`config.mk`:
```
export PLATFORM = sky130hd
export DESIGN_NAME = scan_receiver
export DESIGN_NICKNAME = d
export VERILOG_FILES = /design/src/rtl/scan_receiver.sv
export SDC_FILE = /design/constraint.sdc
export NUM_CORES = 1
export LEC_CHECK = 0
export BUFFER_PORTS_ARGS = -buffer_cell sky130_fd_sc_hd__buf_4
export CAP_MARGIN = 20
export CORE_MARGIN = 1
export CORE_UTILIZATION = 25
export DETAILED_ROUTE_END_ITERATION = 12
export HOLD_SLACK_MARGIN = 0.05
export RECOVER_POWER = 100
export SETUP_SLACK_MARGIN = 0.15
export SLEW_MARGIN = 20
export SYNTH_ARGS = -nofsm -noshare
export SYNTH_HDL_FRONTEND = slang
export SYNTH_SLANG_ARGS = --single-unit
```
`constraint.sdc`:
```
create_clock -name clk -period 2.7 [get_ports clk]
set_input_delay 0.54 -clock clk [delete_from_list [all_inputs] [get_ports clk]]
set_output_delay 0.54 -clock clk [all_outputs]
set_load 0.005 [all_outputs]
```
`src/rtl/scan_receiver.sv`:
```
// scan_receiver
// Receiving end of the scanner transfer link. Words arrive over a
// valid/ready handshake while in RECEIVE and are held in a DEPTH-entry
// circular buffer. They are drained on demand (rd_en) or in a single
// flush burst. The five-state power FSM uses the same state codes as
// the sending scanner.
//
// Ports:
//   clk, rst             clock and synchronous active-high reset
//   wake                 LOW_POWER -> STANDBY request
//   xfer_req             sender asks to start a transfer
//   xfer_valid/data/last incoming word, last word of burst marker
//   xfer_ready           word accepted this cycle (RECEIVE and not full)
//   flush                drain the whole buffer (honoured in IDLE)
//   rd_en                pop one word on demand
//   rd_valid/rd_data     registered read result, one-cycle pulse per word
//   count                occupancy 0..DEPTH
//   empty/full/almost_full  occupancy flags from the registered count
//   state                FSM state code
module scan_receiver #(
   parameter int DATA_W      = 8,
   parameter int DEPTH       = 16,
   parameter int ALMOST_FULL = 13,
   parameter int IDLE_CYCLES = 64
) (
   input  logic                       clk,
   input  logic                       rst,
   input  logic                       wake,
   input  logic                       xfer_req,
   input  logic                       xfer_valid,
   input  logic [DATA_W-1:0]          xfer_data,
   input  logic                       xfer_last,
   output logic                       xfer_ready,
   input  logic                       flush,
   input  logic                       rd_en,
   output logic                       rd_valid,
   output logic [DATA_W-1:0]          rd_data,
   output logic [$clog2(DEPTH):0]     count,
   output logic                       empty,
   output logic                       full,
   output logic                       almost_full,
   output logic [2:0]                 state
);

   localparam int AW = $clog2(DEPTH);
   localparam int CW = AW + 1;
   localparam int IW = $clog2(IDLE_CYCLES + 1);

   localparam logic [CW-1:0] DEPTH_C = CW'(DEPTH);
   localparam logic [CW-1:0] AF_C    = CW'(ALMOST_FULL);
   localparam logic [CW-1:0] ONE_C   = CW'(1);
   localparam logic [IW-1:0] IDLE_LAST = IW'(IDLE_CYCLES - 1);

   typedef enum logic [2:0] {
      LOW_POWER = 3'b000,
      RECEIVE   = 3'b001,
      STANDBY   = 3'b010,
      IDLE      = 3'b011,
      FLUSH     = 3'b100
   } state_t;

   state_t              state_reg;
   logic [CW-1:0]       count_reg;
   logic [CW-1:0]       count_next;
   logic [AW-1:0]       wr_ptr_reg;
   logic [AW-1:0]       rd_ptr_reg;
   logic [IW-1:0]       idle_cnt_reg;
   logic                rd_valid_reg;
   logic [DATA_W-1:0]   rd_data_reg;
   logic [DATA_W-1:0]   mem [DEPTH];

   logic                push;
   logic                pop;
   logic                is_empty;
   logic                is_full;
   logic                idle_quiet;

   assign is_empty = (count_reg == '0);
   assign is_full  = (count_reg == DEPTH_C);

   // Ready comes only from registers, so a pop while full does not
   // reopen the link until the following cycle.
   assign xfer_ready = (state_reg == RECEIVE) && !is_full;
   assign push       = xfer_valid && xfer_ready;

   // FLUSH pops on its own every cycle; everywhere else only rd_en pops.
   assign pop = (state_reg == FLUSH) ? !is_empty : (rd_en && !is_empty);

   // Any stored word or read attempt keeps the receiver awake.
   assign idle_quiet = is_empty && !rd_en;

   always_comb begin
      count_next = count_reg;
      if (push && !pop) begin
         count_next = count_reg + ONE_C;
      end else if (!push && pop) begin
         count_next = count_reg - ONE_C;
      end
   end

   // Buffer storage: no reset so it maps onto block RAM.
   always_ff @(posedge clk) begin
      if (push) begin
         mem[wr_ptr_reg] <= xfer_data;
      end
   end

   always_ff @(posedge clk) begin
      if (rst) begin
         state_reg    <= LOW_POWER;
         count_reg    <= '0;
         wr_ptr_reg   <= '0;
         rd_ptr_reg   <= '0;
         idle_cnt_reg <= '0;
         rd_valid_reg <= 1'b0;
         rd_data_reg  <= '0;
      end else begin
         count_reg    <= count_next;
         rd_valid_reg <= pop;
         // Counter only survives consecutive quiet cycles in IDLE.
         idle_cnt_reg <= '0;

         if (push) begin
            wr_ptr_reg <= wr_ptr_reg + 1'b1;
         end
         if (pop) begin
            rd_ptr_reg  <= rd_ptr_reg + 1'b1;
            rd_data_reg <= mem[rd_ptr_reg];
         end

         case (state_reg)
            LOW_POWER: begin
               if (xfer_req) begin
                  state_reg <= RECEIVE;
               end else if (wake) begin
                  state_reg <= STANDBY;
               end
            end
            STANDBY: begin
               if (xfer_req) begin
                  state_reg <= RECEIVE;
               end
            end
            RECEIVE: begin
               if (push && xfer_last) begin
                  state_reg <= IDLE;
               end
            end
            IDLE: begin
               if (xfer_req) begin
                  state_reg <= RECEIVE;
               end else if (flush) begin
                  state_reg <= FLUSH;
               end else if (idle_quiet) begin
                  if (idle_cnt_reg == IDLE_LAST) begin
                     state_reg <= LOW_POWER;
                  end else begin
                     idle_cnt_reg <= idle_cnt_reg + 1'b1;
                  end
               end
            end
            FLUSH: begin
               // count of 1 means this edge pops the last word; 0 means
               // there was nothing to drain at all.
               if (count_reg <= ONE_C) begin
                  state_reg <= LOW_POWER;
               end
            end
            default: begin
               state_reg <= LOW_POWER;
            end
         endcase
      end
   end

   assign rd_valid    = rd_valid_reg;
   assign rd_data     = rd_data_reg;
   assign count       = count_reg;
   assign empty       = is_empty;
   assign full        = is_full;
   assign almost_full = (count_reg >= AF_C);
   assign state       = state_reg;

endmodule

```
Yosys cells after proc, flatten, opt, wreduce, memory -nomap -nowiden. Memory sizes are Yosys's and may differ from the RTL's. A register that Yosys moved wholly into a read port is not among the register bits. Index checks and enable logic that the tools add are counted.

Memories kept: 1. Flip-flop bits (word level): 24. RAM bits: 128. Output and inout bits: 21.

Memories: mem (depth 16, bits a word 8, rd ports 1, clocked after Yosys merged registers in 1, write ports 1, line 70) `logic [DATA_W-1:0] mem [DEPTH];`.

Muxes and demuxes: 15. Equality and inequality tests: 12. Add/sub/neg operators: 5. $lt $le $gt $ge: 2. Reduce and logical (&&, ||, !) cells: 17. Bitwise operators: 2.

Operator list (number): 3-bit 2-to-1 mux (9); 3-bit one-hot mux with 5 select lines (1); 5-bit 2-to-1 mux (2); 4-bit by 1-bit adder with 4-bit output (second input constant) (2); 4-bit != test (second input constant) (2); 7-bit by 1-bit adder with 7-bit output (second input constant) (1); 7-bit by 6-bit == test with 1-bit output (second input constant) (1); 1-bit logical AND (7); 3-bit by 2-bit == test with 1-bit output (second input constant) (2); 6-bit AND reduction (1); 6-bit OR reduction (1); 5-bit by 1-bit adder with 5-bit output (second input constant) (1); 5-bit == test (second input constant) (1); 5-bit by 4-bit >= comparator with 1-bit output (second input constant) (1); 5-bit by 1-bit less-or-equal comparator with 1-bit output (second input constant) (1); 1-bit zero test (5); 5-bit zero test (1); 5-bit by 1-bit subtractor with 5-bit output (second input constant) (1); 2-bit by 1-bit != test with 1-bit output (second input constant) (2); 3-bit by 1-bit == test with 1-bit output (second input constant) (1); 3-bit == test (second input constant) (1); 3-bit zero test (1); 1-bit 2-to-1 mux (3); 3-bit != test (second input constant) (1); 3 further kinds (4).

Longest topological paths before layout. Gate-level depths: netlist of the first run.

Depth in word-level cells: 8. Depth in mapped cells: 13. Depth with buffers taken out: 10.

Least setup slack after synthesis of the first run. OpenSTA, ideal clock, no wires.

Kind: register to register. Start: register count_reg[0], in the netlist count[0]. End: register count_reg[4], in the netlist count[4]. Setup slack: -0.185 ns. Arrival: 2.758 ns. Cell stages (with the launch flop): 14. Clock period less this slack: 2.885 ns. Path buffers: 3. Setup time: 0.128 ns. Cells stage by stage: dfxtp_1 -> inv_1 -> ha_1 -> or4b_4 -> buf_6 -> o21a_1 -> buf_2 -> buf_2 -> inv_1 -> ha_1 -> or4b_2 -> a21oi_1 -> xnor2_1 -> nor2_1.

Longest elaborated chain between the ends: 7. Elaborated cells between the ends (all ways): 17.

Ends and longest elaborated chain: from (decl) (line 63) `logic [CW-1:0] count_reg;`; from (signal assigned) (line 118) `count_reg <= count_next;`; parallel branches: the longest is 7 deep, another holds 5-bit by 1-bit subtractor with 5-bit output.

Parallel ways; which one is timed is not known. The select of a mux whose other input is x is not followed. A chain may end at the register's enable or synchronous reset.

Worst setup path in the final report of the first run.
Start: register count_reg[1], in the netlist count[1]. End: register count_reg[4], in the netlist count[4].

Same word-level chain as after synthesis.

==> impl_results.md, run 1 <==
* GP Congestion at 0.842
* Routed Antenna Nets at 0
* Vias/cell at 4.54
* Residual DRC at 0
* F_max at 418 MHz
* Final worst-path cycle share at 88.6%
* Cells after DPL at 812
* Max-capacitance violation count at 0
* CP peak stage delay at 470 ps
* Slowest-stage cell, CP: or4b_4
* Total CTS buffers at 17
* Sequential area share after synthesis at 68.6%
* Reg clk slew, reported paths at 60 ps
* PwrDens at 821 mW/mm^2
* Final setup viols at 0
* Status: complete, no violations
* GRT Resource Usage Total at 11.0%
* Cell variety after synth at 44
* Site Rows at 58
* Cell repeated most along the worst path: or4b_4
* Post-synth EDFFs at 128
* Min-delay worst type: primary input to flop
* Syn nets at 476
* Share of layout cells above drive strength 1 at 16.4%
* Cell count after synthesis at 449
* Layout fillers at 2575
* Initial antenna violation count at 0
* Routed vias at 3814
* Largest net degree at the start of global routing at 28
* Worst setup SP type: flop
* Clk Latency, worst-skew pair at 420 ps
* Post-Layout Cell Count at 841
* Syn. warnings at 0
* Final Routed Wirelength at 13800 um
* Detailed placement HPWL at 9600 um
* Total power at 6.38 mW
* Area leader, netlist: edfxtp_1
* Die Ht at 164 um
* Worst EP arrival at 2690 ps
* Total grt overflow at 0
* Die extent in x at 164 um
* Ys flop type: edfxtp_1
* # hold bufs at CTS at 0
* CP endpoint kind: flop
* 1st-iter DRT viols at 304
* Top cell type's share of synthesized area at 58.8%
* PostCTS Resize Cnt at 0
* CTS tree: done
* CP Max Fanout at 8
* R2r setup slk at 310 ps
* Largest register FFs at 128
* Crit path time final at 2390 ps
* Sum of negative setup slack at 0 ps
* Worst-path cell chain: inv_1 -> ha_1 -> or4b_4 -> o21a_1 -> inv_2 -> ha_4 -> or4b_4 -> a21oi_1 -> xnor2_1 -> nor2_1
* Post-CTS setup buffers at 0
* Fin. Hold Viols at 0
* Delay-heaviest family, CP: simple AND/OR/NAND/NOR gates
* Pre-CTS WS at 398 ps
* Commonest cells in the synthesized netlist: edfxtp_1 (128), mux2i_1 (67), nor2_1 (35)
* First-pass GRT wire length at 21700 um
* Number of synthesized register bits at 160
* Clock Skew at 5.93 ps
* Buffer depth of the longest clock path at 2
* Worst slew pin tran at 877 ps
* Clk sinks at 160
* CTS Root Cell: clkbuf_16
* Mapped cell area at 0.00653 sq mm
* Min Hold Slack at 384 ps
* Leak at 2.42 nW
* Ant. Diodes at 0
* Syn_area_per_cell at 14.5 sq um
* Port bufs at 36
* Bufs and invs on worst path at 2
* RSZ-0062 raised after global routing: false
* P&R area growth vs syn at 18.9%
* Die area at 0.0268 sq mm
* Synth top area cells: edfxtp_1 (59%), mux2i_1 (10%), dfxtp_1 (9.8%), o22ai_1 (3.3%), ha_1 (2.1%)
* Vias in the first global route at 3771
* Final Max Slew Viols at 0
* Layout Nets at 528
* Final setup margin at 307 ps
* Post-route cell area at 0.00777 sq mm
* Kind of critical path: flop to flop
* Slew headroom at 41.5%
* Max VDD drop at 0.449 mV
* Core area at 0.0254 sq mm
* CTS H-tree depth at 4
* Final core occ at 30.6%
* WL/cell at 16.5 um
* Initial DRT Pass Iterations at 5
* Initial Util at 25.7%
* Most instantiated library cell after synthesis: edfxtp_1
* CP Data Required Time at 3000 ps
* IO Count at 37
* Placed Area at 0.00730 sq mm
* Share of flip-flops with an asynchronous set or reset at 0%
==> power by group <==
part           switching (mW)  internal, mW  total [mW]
clock network           0.909          1.43        2.34
registers               0.164          2.78        2.95
logic                   0.574         0.518        1.09
==> placed cells by master (no fill, tap or decap), types with 2 or more instances in the layout <==
cell         n
nor2_1      36
xnor2_1      6
a211oi_1     8
nor3_1       5
clkbuf_2    10
inv_6        2
o22ai_1     34
edfxtp_1   128
mux2i_1     67
a21oi_1      7
clkbuf_16   17
nand2_1     10
dfxtp_4      2
nor4_1       9
o21ai_0      3
inv_1        8
bufinv_16    3
clkbuf_4    15
or4b_4       2
nand4_1      3
clkbuf_1    16
or3b_2       3
nand3_1      6
nor3b_1      2
dfxtp_1     30
xor2_1       8
nand3b_1     4
clkinv_1     4
or3_1        3
nor2_2       6
or4_1        2
ha_1        10
o211ai_1     3
nand2b_1     5
buf_4       16
==> worst reg2reg max path, delay by kind of cell (launching register included) <==
family	cells	cell delay, ps
and+or+nand+nor	3	760
AOI/OAI and AO/OA	2	360
DFF	1	450
adders and majority gates	2	390
xor gates and xnor gates	1	130
buffers and inverters	2	190
==> final timing paths <==
path,endpoint,cells after the start,from
max,count[4]$_SDFFE_PP0P_,10,count[1]$_SDFFE_PP0P_
min,state[2]$_SDFFE_PP0P_,3,flush
max reg2reg,count[4]$_SDFFE_PP0P_,10,count[1]$_SDFFE_PP0P_
min reg2reg,idle_cnt_reg[0]$_SDFF_PP0_,1,idle_cnt_reg[0]$_SDFF_PP0_
==> cell families after synthesis <==
| family | share of synthesized area [%] |
|---|---|
| AND/OR/NAND/NOR | 8.79 |
| XOR/XNOR | 1.88 |
| AO/OA/AOI/OAI | 5.82 |
| multiplexers | 10.3 |
| adder cells (fa/ha/maj) | 2.11 |
| flip-flops | 68.6 |
| buffers and inverters | 2.49 |
==> final cells by class <==
class	instances	area, sq um	area share [%]
inverters	9	33.8	0.435
multi-input cells	255	1900	24.4
flip-flops and latches	160	4490	57.8
clock buffers	17	425	5.48
well taps	330	413	5.31
clock inverters	12	144	1.85
repair buffers	58	363	4.67
==> metal layers <==
metal | GRT usage (%) | routed length (um) | vias up
met2 | 17.2 | 6370 | 103
met4 | 3.20 | 211 | 0
met3 | 3.43 | 837 | 16
met5 | 0 | 0 | -
li1 | - | - | 1819
met1 | 14.4 | 6430 | 1876
Power figures use the tool's default switching activity.
==> run 2, diff against run 1 <==
--- a/config.mk
+++ b/config.mk
@@ -8,12 +8,13 @@
 export BUFFER_PORTS_ARGS = -buffer_cell sky130_fd_sc_hd__buf_4
 export CAP_MARGIN = 20
 export CORE_MARGIN = 1
-export CORE_UTILIZATION = 25
+export CORE_UTILIZATION = 35
 export DETAILED_ROUTE_END_ITERATION = 12
 export HOLD_SLACK_MARGIN = 0.05
-export RECOVER_POWER = 100
+export RECOVER_POWER = 50
 export SETUP_SLACK_MARGIN = 0.15
 export SLEW_MARGIN = 20
 export SYNTH_ARGS = -nofsm -noshare
 export SYNTH_HDL_FRONTEND = slang
 export SYNTH_SLANG_ARGS = --single-unit
+export TNS_END_PERCENT = 100
==> run 2 against run 1 <==
Critical path depth down 5. Highest routed layer unchanged. Total power up 3.4%. Largest power group unchanged. Core utilization up 12 points. Die area down 28%. Via count up 0.89%. Register-to-register slack about the same. The flow now finishes with violations (DRC).
==> impl_results.md, run 2 (synthesized netlist as in run 1, its figures left out) <==
* Post-CTS setup buffers at 0
* Share of layout cells above drive strength 1 at 18.2%
* Worst setup SP type: flop
* Reg-to-Reg End: count[4]$_SDFFE_PP0P_
* Site Rows at 49
* R2R cell count at 10
* Residual DRC at 7
* Initial Util at 36.0%
* Hold path start: flush
* Final setup viols at 0
* Detailed placement HPWL at 9500 um
* RSZ-0062 raised after global routing: false
* Register area at 0.00449 sq mm
* Crit path time final at 2410 ps
* Vias/cell at 5.19
* Area of the multi-input gates at 0.00191 sq mm
* Vias in the first global route at 3855
* Max-capacitance violation count at 0
* Max VDD drop at 0.423 mV
* Initial DRT Pass Iterations at 9
* Leak at 2.46 nW
* First-pass GRT wire length at 22200 um
* CTS Root Cell: clkbuf_16
* Failing checks: DRC
* GRT Resource Usage Total at 15.5%
* # hold bufs at CTS at 0
* PostCTS Resize Cnt at 0
* Die area at 0.0192 sq mm
* Final Max Slew Viols at 0
* Sum of negative setup slack at 0 ps
* Largest net degree at the start of global routing at 28
* Port bufs at 36
* Hold Path End: state[2]$_SDFFE_PP0P_
* Buffer depth of the longest clock path at 2
* Commonest non-fill, non-tap cell in the layout: edfxtp_1
* Slew headroom at 43.2%
* CP Data Required Time at 2160 ps
* IO Count at 37
* Min-delay worst type: primary input to flop
* Total CTS buffers at 17
* Worst Hold Depth at 3
* Layout fillers at 1641
* F_max at 416 MHz
* Final core occ at 42.6%
* Layout Nets at 526
* CP endpoint kind: primary output
* Total grt overflow at 0
* Status: complete, but fails checks
* Ant. Diodes at 0
* Reg clk slew, reported paths at 60 ps
* CTS tree: done
* CTS H-tree depth at 4
* Die extent in x at 139 um
* Worst slew pin tran at 851 ps
* Clock Skew at 11.1 ps
* GP Congestion at 0.894
* Core area at 0.0181 sq mm
* Worst EP arrival at 1870 ps
* CP Max Fanout at 8
* Clk Latency, worst-skew pair at 430 ps
* PwrDens at 852 mW/mm^2
* Launching point of the worst reg2reg path: count[0]$_SDFFE_PP0P_
* 1st-iter DRT viols at 261
* WL/cell at 18.9 um
* Largest register FFs at 128
* Launch point of the worst path: count[1]$_SDFFE_PP0P_
* Final worst-path cycle share at 89.1%
* Final Routed Wirelength at 14000 um
* P&R area growth vs syn at 18.5%
* Routed vias at 3848
* Most frequent cells in the layout: edfxtp_1 (128), mux2i_1 (67), nor2_1 (35)
* Fin. Hold Viols at 0
* R2r setup slk at 310 ps
* Clk sinks at 160
* Routed Antenna Nets at 0
* Initial antenna violation count at 0
* Kind of critical path: flop to primary output
* Die Ht at 139 um
## run 2: changes by cell type in the layout (fill, tap and decap cells not counted), moves of 2 or more
cell,before,now
buf_4,16,30
clkbuf_1,16,13
clkbuf_4,15,13
clkinv_1,4,0
clkinvlp_4,1,3
clkbuf_2,10,1
## run 2: layer usage
| metal | GRT usage, % | up-vias | part of all wire (%) | routed length [um] |
|---|---|---|---|---|
| li1 | - | 1820 | - | - |
| met1 | 21.0 | 1891 | 48 | 6690 |
| met2 | 23.7 | 109 | 45 | 6300 |
| met3 | 3.59 | 28 | 4.6 | 650 |
| met4 | 7.13 | 0 | 2.7 | 376 |
| met5 | 0 | - | 0 | 0 |
## run 2: report_power, final
group / internal [mW] / switching (mW) / total [mW]
combinational: 0.534 / 0.615 / 1.15
sequential: 2.78 / 0.161 / 2.94
clock: 1.55 / 0.951 / 2.50
## run 2: final cells by class
type / count / area share, %
Sequential cell: 160 / 58.0
Multi-Input combinational cell: 255 / 24.6
Clock buffer: 20 / 5.64
Timing Repair Buffer: 56 / 5.24
Tap cell: 229 / 3.70
Clock inverter: 12 / 2.36
Inverter: 9 / 0.437
## run 2: worst max path at each step
stage,endpoint,slack [ps]
2_1_floorplan,count[4]$_SDFFE_PP0P_,280
3_3_place_gp,count[4]$_SDFFE_PP0P_,460
3_5_place_dp,count[4]$_SDFFE_PP0P_,380
4_1_cts,empty,360
5_1_grt,count[4]$_SDFFE_PP0P_,90
6_report,almost_full,290
## run 2: worst max-delay path, stage by stage, from the launching register on
cell,delay [ps]
dfxtp_1,470
inv_1,130
ha_1,210
o311ai_0,360
nand2b_1,120
buf_4,150
## run 2: stage by stage
stage	total power, mW	hold WS [ps]	worst slack, ps	instance area (sq um)	cells
global route	6.88	415	88.3	7740	741
CTS	6.67	369	356	7790	741
finish	6.59	390	295	7740	741
global placement	4.12	438	460	7170	709
detailed placement	4.17	441	384	7170	709
floorplan	3.76	427	285	6570	449
